`src/rtl/ram_burst_reader_if.sv`:
```
// Bus bundle for ram_burst_reader: the RAM read port and the output
// valid/ready stream. The reader drives through "master"; the RAM and the
// downstream consumer sit on "slave".
interface ram_burst_reader_if #(
  parameter int ADDR_W = 16,
  parameter int DATA_W = 8
);
  logic [ADDR_W-1:0] ram_addr;
  logic              ram_rd;
  logic [DATA_W-1:0] ram_rdata;
  logic [DATA_W-1:0] out_data;
  logic              out_valid;
  logic              out_ready;

  modport master (
    output ram_addr, ram_rd, out_data, out_valid,
    input  ram_rdata, out_ready
  );

  modport slave (
    input  ram_addr, ram_rd, out_data, out_valid,
    output ram_rdata, out_ready
  );
endinterface

```
`src/rtl/ram_burst_reader.sv`:
```
// Burst read initiator for the 64KB byte-wide RAM. A start command issues
// sequential single-cycle reads. Returned words go out on a valid/ready
// stream through a 2-entry buffer. A word arriving while the buffer is empty
// is presented directly as the buffer head, so the first word appears two
// cycles after start and a ready consumer gets one word per cycle.
// Issue credits (buffered words + read in flight < 2) keep the buffer from
// ever overflowing.
module ram_burst_reader #(
  parameter int ADDR_W = 16,
  parameter int DATA_W = 8,
  parameter int LEN_W  = 17
) (
  input  logic              clk,
  input  logic              reset_,
  input  logic              start,
  input  logic [ADDR_W-1:0] start_addr,
  input  logic [LEN_W-1:0]  len,
  input  logic              abort,
  output logic              busy,
  output logic              done,
  ram_burst_reader_if.master bus
);

  typedef enum logic [1:0] {IDLE, ISSUE, DRAIN} state_t;

  localparam logic [LEN_W-1:0]  LEN_ONE  = LEN_W'(1);
  localparam logic [ADDR_W-1:0] ADDR_ONE = ADDR_W'(1);

  state_t            state;
  logic [ADDR_W-1:0] addr_cnt;
  logic [ADDR_W-1:0] ram_addr_q;
  logic              ram_rd_q;
  logic [LEN_W-1:0]  issue_cnt;
  logic [LEN_W-1:0]  ret_cnt;
  logic              pending;
  logic [DATA_W-1:0] buf_mem [2];
  logic              rd_ptr;
  logic              wr_ptr;
  logic [1:0]        count;

  logic              out_valid;
  logic              bypass;
  logic              xfer;
  logic              push;
  logic              pop_head;
  logic              credit;
  logic [1:0]        count_next;

  // pending marks the cycle in which ram_rdata holds a word we asked for
  assign bypass        = pending && (count == 2'd0);
  assign out_valid     = pending || (count != 2'd0);
  assign bus.out_valid = out_valid;
  assign bus.out_data  = bypass ? bus.ram_rdata : buf_mem[rd_ptr];
  assign bus.ram_addr  = ram_addr_q;
  assign bus.ram_rd    = ram_rd_q;

  assign xfer       = out_valid && bus.out_ready;
  assign push       = pending && !(bypass && xfer);
  assign pop_head   = xfer && (count != 2'd0);
  assign count_next = count + {1'b0, push} - {1'b0, pop_head};
  assign credit     = ({1'b0, count_next} + {2'b00, ram_rd_q}) < 3'd2;

  // Burst control FSM with the buffer, counters and registered bus outputs
  always_ff @(posedge clk or negedge reset_) begin
    if (!reset_) begin
      state      <= IDLE;
      busy       <= 1'b0;
      done       <= 1'b0;
      ram_rd_q   <= 1'b0;
      ram_addr_q <= '0;
      addr_cnt   <= '0;
      issue_cnt  <= '0;
      ret_cnt    <= '0;
      pending    <= 1'b0;
      count      <= 2'd0;
      rd_ptr     <= 1'b0;
      wr_ptr     <= 1'b0;
      buf_mem[0] <= '0;
      buf_mem[1] <= '0;
    end else begin
      done <= 1'b0;
      if (state != IDLE && abort) begin
        state     <= IDLE;
        busy      <= 1'b0;
        ram_rd_q  <= 1'b0;
        pending   <= 1'b0;
        count     <= 2'd0;
        rd_ptr    <= 1'b0;
        wr_ptr    <= 1'b0;
        issue_cnt <= '0;
        ret_cnt   <= '0;
      end else begin
        pending <= ram_rd_q;
        count   <= count_next;
        if (push) begin
          buf_mem[wr_ptr] <= bus.ram_rdata;
          wr_ptr          <= ~wr_ptr;
        end
        if (pop_head) begin
          rd_ptr <= ~rd_ptr;
        end

        case (state)
          IDLE: begin
            ram_rd_q <= 1'b0;
            if (start) begin
              if (len == '0) begin
                done <= 1'b1;
              end else begin
                busy       <= 1'b1;
                ram_rd_q   <= 1'b1;
                ram_addr_q <= start_addr;
                addr_cnt   <= start_addr + ADDR_ONE;
                issue_cnt  <= len - LEN_ONE;
                ret_cnt    <= len;
                state      <= (len == LEN_ONE) ? DRAIN : ISSUE;
              end
            end
          end
          ISSUE: begin
            if (issue_cnt == '0) begin
              ram_rd_q <= 1'b0;
              state    <= DRAIN;
            end else if (credit) begin
              ram_rd_q   <= 1'b1;
              ram_addr_q <= addr_cnt;
              addr_cnt   <= addr_cnt + ADDR_ONE;
              issue_cnt  <= issue_cnt - LEN_ONE;
              if (issue_cnt == LEN_ONE) begin
                state <= DRAIN;
              end
            end else begin
              ram_rd_q <= 1'b0;
            end
          end
          DRAIN: begin
            ram_rd_q <= 1'b0;
          end
          default: begin
            state <= IDLE;
          end
        endcase

        if (state != IDLE && xfer) begin
          ret_cnt <= ret_cnt - LEN_ONE;
          if (ret_cnt == LEN_ONE) begin
            done     <= 1'b1;
            busy     <= 1'b0;
            ram_rd_q <= 1'b0;
            state    <= IDLE;
          end
        end
      end
    end
  end

endmodule

```
`src/flat_wrapper.sv`:
```
// flat-port wrapper written by rule: the top's interface ports become plain ports
module ram_burst_reader_flat 
#(
  parameter int ADDR_W = 16,
  parameter int DATA_W = 8,
  parameter int LEN_W  = 17
)
  (clk, reset_, start, start_addr, len, abort, busy, done, bus_ram_addr, bus_ram_rd, bus_out_data, bus_out_valid, bus_ram_rdata, bus_out_ready);
  ram_burst_reader_if #(.ADDR_W(ADDR_W), .DATA_W(DATA_W)) bus_i ();
  input  logic clk;
  input  logic reset_;
  input  logic start;
  input  logic [ADDR_W-1:0] start_addr;
  input  logic [LEN_W-1:0] len;
  input  logic abort;
  output logic busy;
  output logic done;
  output wire logic [$bits(bus_i.ram_addr)-1:0] bus_ram_addr;
  output wire logic [$bits(bus_i.ram_rd)-1:0] bus_ram_rd;
  output wire logic [$bits(bus_i.out_data)-1:0] bus_out_data;
  output wire logic [$bits(bus_i.out_valid)-1:0] bus_out_valid;
  input wire logic [$bits(bus_i.ram_rdata)-1:0] bus_ram_rdata;
  input wire logic [$bits(bus_i.out_ready)-1:0] bus_out_ready;
  assign bus_ram_addr = bus_i.ram_addr;
  assign bus_ram_rd = bus_i.ram_rd;
  assign bus_out_data = bus_i.out_data;
  assign bus_out_valid = bus_i.out_valid;
  assign bus_i.ram_rdata = bus_ram_rdata;
  assign bus_i.out_ready = bus_out_ready;
  ram_burst_reader #(.ADDR_W(ADDR_W), .DATA_W(DATA_W), .LEN_W(LEN_W)) u_core (.clk(clk), .reset_(reset_), .start(start), .start_addr(start_addr), .len(len), .abort(abort), .busy(busy), .done(done), .bus(bus_i));
endmodule
```
`config.mk`:
```
export PLATFORM = sky130hd
export DESIGN_NAME = ram_burst_reader_flat
export DESIGN_NICKNAME = d
export VERILOG_FILES = /design/src/rtl/ram_burst_reader_if.sv /design/src/rtl/ram_burst_reader.sv /design/src/flat_wrapper.sv
export SDC_FILE = /design/constraint.sdc
export NUM_CORES = 1
export LEC_CHECK = 0
export BUFFER_PORTS_ARGS = -buffer_cell sky130_fd_sc_hd__buf_2
export CORE_MARGIN = 1
export CORE_UTILIZATION = 63
export DETAILED_ROUTE_END_ITERATION = 6
export PLACE_DENSITY = 0.92
export SLEW_MARGIN = 40
export SYNTH_ARGS = -nofsm -noshare
export SYNTH_HDL_FRONTEND = slang
export SYNTH_SLANG_ARGS = --single-unit
```
`constraint.sdc`:
```
create_clock -name clk -period 7.45 [get_ports clk]
set_input_delay 0.3725 -clock clk [delete_from_list [all_inputs] [get_ports clk]]
set_output_delay 0.3725 -clock clk [all_outputs]
set_load 0.02 [all_outputs]
```
==> impl_metrics.csv <==
group,metric,value,unit
clocking,clock_sinks,92,
synthesis,seq_area_frac_synth,39.43,%
synthesis,syn_area,5839,µm²
synthesis,synth_top_cell_area_share,39.43,%
setup_path,cp_num_buf_inv,1,
setup_path,worst_path_max_delay_cell,"a2111oi_4",
placed_design,io_buffer_count,73,
setup_path,arrival,3.75,ns
floorplanning,start_util,65.99,%
synthesis,synth_edf_count,0,
routing,drt_wl_total,15940,µm
timing,hold_viol,0,
cells_and_area,mostFrequentLayoutCells,"nand2_1, dfrtp_1, nor2_1",
setup_path,r2r_slack,4.02,ns
clocking,cts_setup_buffers,0,
routing,drcViolationCount,7,
setup_path,worstPathMaxFanout,32,
routing,post_drt_wl_per_cell,18.42,µm
routing,dr.pass1.iters,7,
cells_and_area,nNetsFinal,809,
clocking,htree_levels,3,
timing,final.min_clock_period,3.434,ns
setup_path,cp_slowest_stage_delay,0.66,ns
synthesis,ys_types,62,
clocking,cts_buffers,9,
synthesis,synth-async-reset-ratio,100.0,%
routing,drtIter0Drc,592,
global_route,grt_use_total,34.10,%
synthesis,synth_nets,751,
synthesis,ys_ff_latch,92,
synthesis,netlist_top_cells_area,"dfrtp_1, nand2_1, nor2_1",
synthesis,syn_inst,694,
timing,drv_slew,0,
clocking,clk_latency,0.38,ns
global_route,antenna_found_initial,0,
setup_path,crit_chain,"nand2b_1 -> buf_4 -> a31oi_1 -> a2111oi_4 -> or4bb_1 -> a221o_1 -> a2bb2oi_1",
pwr,power.total,2.938,mW
pwr,power_density,452.8,nW/µm²
synthesis,yosysWarnings,0,
setup_path,endpoint_kind,"flip-flop",
clocking,clkTransAtPathRegs,0.11,ns
outcome,outcome,"finished with violations",
cells_and_area,areaGrowthSynthToFinish,11.14,%
synthesis,yosysTopAreaCell,"dfrtp_1",
setup_path,cpLargestDelayFamily,"compound AO/OA/AOI/OAI gates",
clocking,root_buffer,"clkbuf_8",
cells_and_area,final_common_cell,"nand2_1",
min_path,hp-class,"primary input to flip-flop",
pwr,p_leak,2.765,nW
routing,via_per_inst,6.740,
global_route,grt_pass1_vias,5576,
timing,setup_violations,0,
placed_design,place_congestion,0.9619,
floorplanning,die_area,9658,µm²
timing,rsz0062_at_grt,"no",
synthesis,ys.flop_type,"dfrtp_1",
global_route,grt_pass1_wl,26520,µm
setup_path,crit_type,"flip-flop to flip-flop",
global_route,grt_overflow,0,
global_route,grt_max_degree,91,
timing,fmax,0.2912,GHz
timing,finClkSkew,0.01130,ns
timing,relSlewSlack,47.66,%
routing,vias,5830,
placed_design,dpl.hpwl,10880,µm
synthesis,avgSynthCellArea,8.414,µm²
timing,fin_crit_sh,46.10,%
setup_path,required,7.76,ns
timing,worst_pin_slew,0.7827,ns
clocking,cts_tree,"built",
routing,drtAntennaViolNets,0,
floorplanning,coreArea,8848,µm²
clocking,cts.path.max_buffers,2,
floorplanning,die_w,98.28,µm
floorplanning,die_height,98.28,µm
cells_and_area,n_antenna_cell,0,
cells_and_area,drive_gt1_share,17.31,%
floorplanning,rows,34,
setup_path,startpoint_type,"flip-flop",
clocking,holdBufCountCts,1,
flow_run,drv_cap,0,
outcome,violations,"design-rule violations",
clocking,cts_resized,0,
pwr,ir_worst_vdd,0.2066,mV
timing,setup-tns-final,0,ns
floorplanning,ioPinCount,74,
## cells by family after synthesis
group | share of synthesized area [%]
xor gates and xnor gates | 2.785
adders and majority gates | 2.357
AOI/OAI and AO/OA | 20.87
buffers and inverters | 3.792
and+or+nand+nor | 24.41
muxes | 6.364
DFF | 39.43
## stage by stage
step | hold slack, ns | util, % | std cells | instance area, µm² | setup slack, ns
finish | 0.2471 | 73.35 | 865 | 6490 | 4.016
global route | 0.2416 | 73.35 | 865 | 6490 | 3.826
CTS | 0.2415 | 73.26 | 865 | 6482 | 4.090
global placement | 0.1579 | 70.81 | 848 | 6266 | 3.952
floorplan | 0.07691 | - | 694 | 5839 | 4.428
detailed placement | 0.1661 | 71.01 | 848 | 6284 | 3.827
## cell usage after synthesis, types with 4 or more instances
| cell type | count |
|---|---|
| nor2_1 | 76 |
| xor2_1 | 5 |
| mux2_2 | 17 |
| a221oi_1 | 5 |
| a21oi_1 | 44 |
| and2_1 | 4 |
| a211oi_1 | 6 |
| or3_1 | 8 |
| or4_1 | 10 |
| nor2b_1 | 4 |
| nand3_1 | 16 |
| dfrtp_1 | 92 |
| clkbuf_1 | 20 |
| a22oi_1 | 4 |
| o22ai_1 | 14 |
| inv_1 | 17 |
| nor3b_1 | 4 |
| buf_2 | 9 |
| nor4_1 | 13 |
| a31oi_1 | 20 |
| and3_1 | 6 |
| o21a_1 | 5 |
| nand2_1 | 96 |
| o21ai_0 | 56 |
| a22o_1 | 9 |
| buf_1 | 4 |
| xnor2_1 | 11 |
| ha_1 | 11 |
| nand4_1 | 7 |
| mux2i_1 | 18 |
| nor3_1 | 30 |
| nand3b_1 | 4 |
## cell type report
class	instances	area, µm²
fillers	668	2359
clock buffers	9	123.9
flip-flops and latches	92	2302
multi-input cells	549	3348
inverters	17	63.81
repair buffers	83	451.7
clock inverters	7	65.06
well taps	108	135.1
## worst reg2reg max path: cells and delay by family (launching register included)
kind / cells / cell delay (ns)
flops: 1 / 0.58
buf+inv: 1 / 0.42
simple gates: 2 / 1.00
compound gates: 4 / 1.36
## registers in the layout, summed over array words and instances (netlist names), 2 cells and up
name                 cells
u_core.count             2
u_core.state             2
u_core.issue_cnt        17
u_core.bus.ram_addr     16
u_core.ret_cnt          17
u_core.addr_cnt         16
u_core.buf_mem          16
## final timing paths
path,cells past startpoint,endpoint,startpoint
setup / recovery,7,u_core.addr_cnt[15]$_DFFE_PN0P_,u_core.state[1]$_DFF_PN0_
hold / removal,2,u_core.buf_mem[2]$_DFFE_PN0P_,bus_ram_rdata[2]
setup reg to reg,7,u_core.addr_cnt[15]$_DFFE_PN0P_,u_core.state[1]$_DFF_PN0_
hold reg to reg,2,u_core.bus.ram_addr[7]$_DFFE_PN0P_,u_core.bus.ram_addr[7]$_DFFE_PN0P_
max in group asynchronous,3,u_core.ret_cnt[5]$_DFFE_PN0P_,reset_
min in group asynchronous,2,u_core.buf_mem[2]$_DFFE_PN0P_,reset_
## routing by layer
metal  track usage, %  vias to the layer above  share of wire, %
met5                0                        -                 0
met4            13.66                        0               3.0
met3            5.941                       58               8.6
met2            56.72                      333                48
met1            44.41                     2773                41
li1                 -                     2666                 -
## power breakdown
group,internal [mW],switching [mW],leakage [nW],total [mW]
combinational,0.611,1.03,1.53,1.64
sequential,0.735,0.230,1.14,0.965
clock,0.130,0.207,0.0943,0.337
total,1.48,1.46,2.76,2.94
Note: power is estimated with default switching activity, not from simulation.
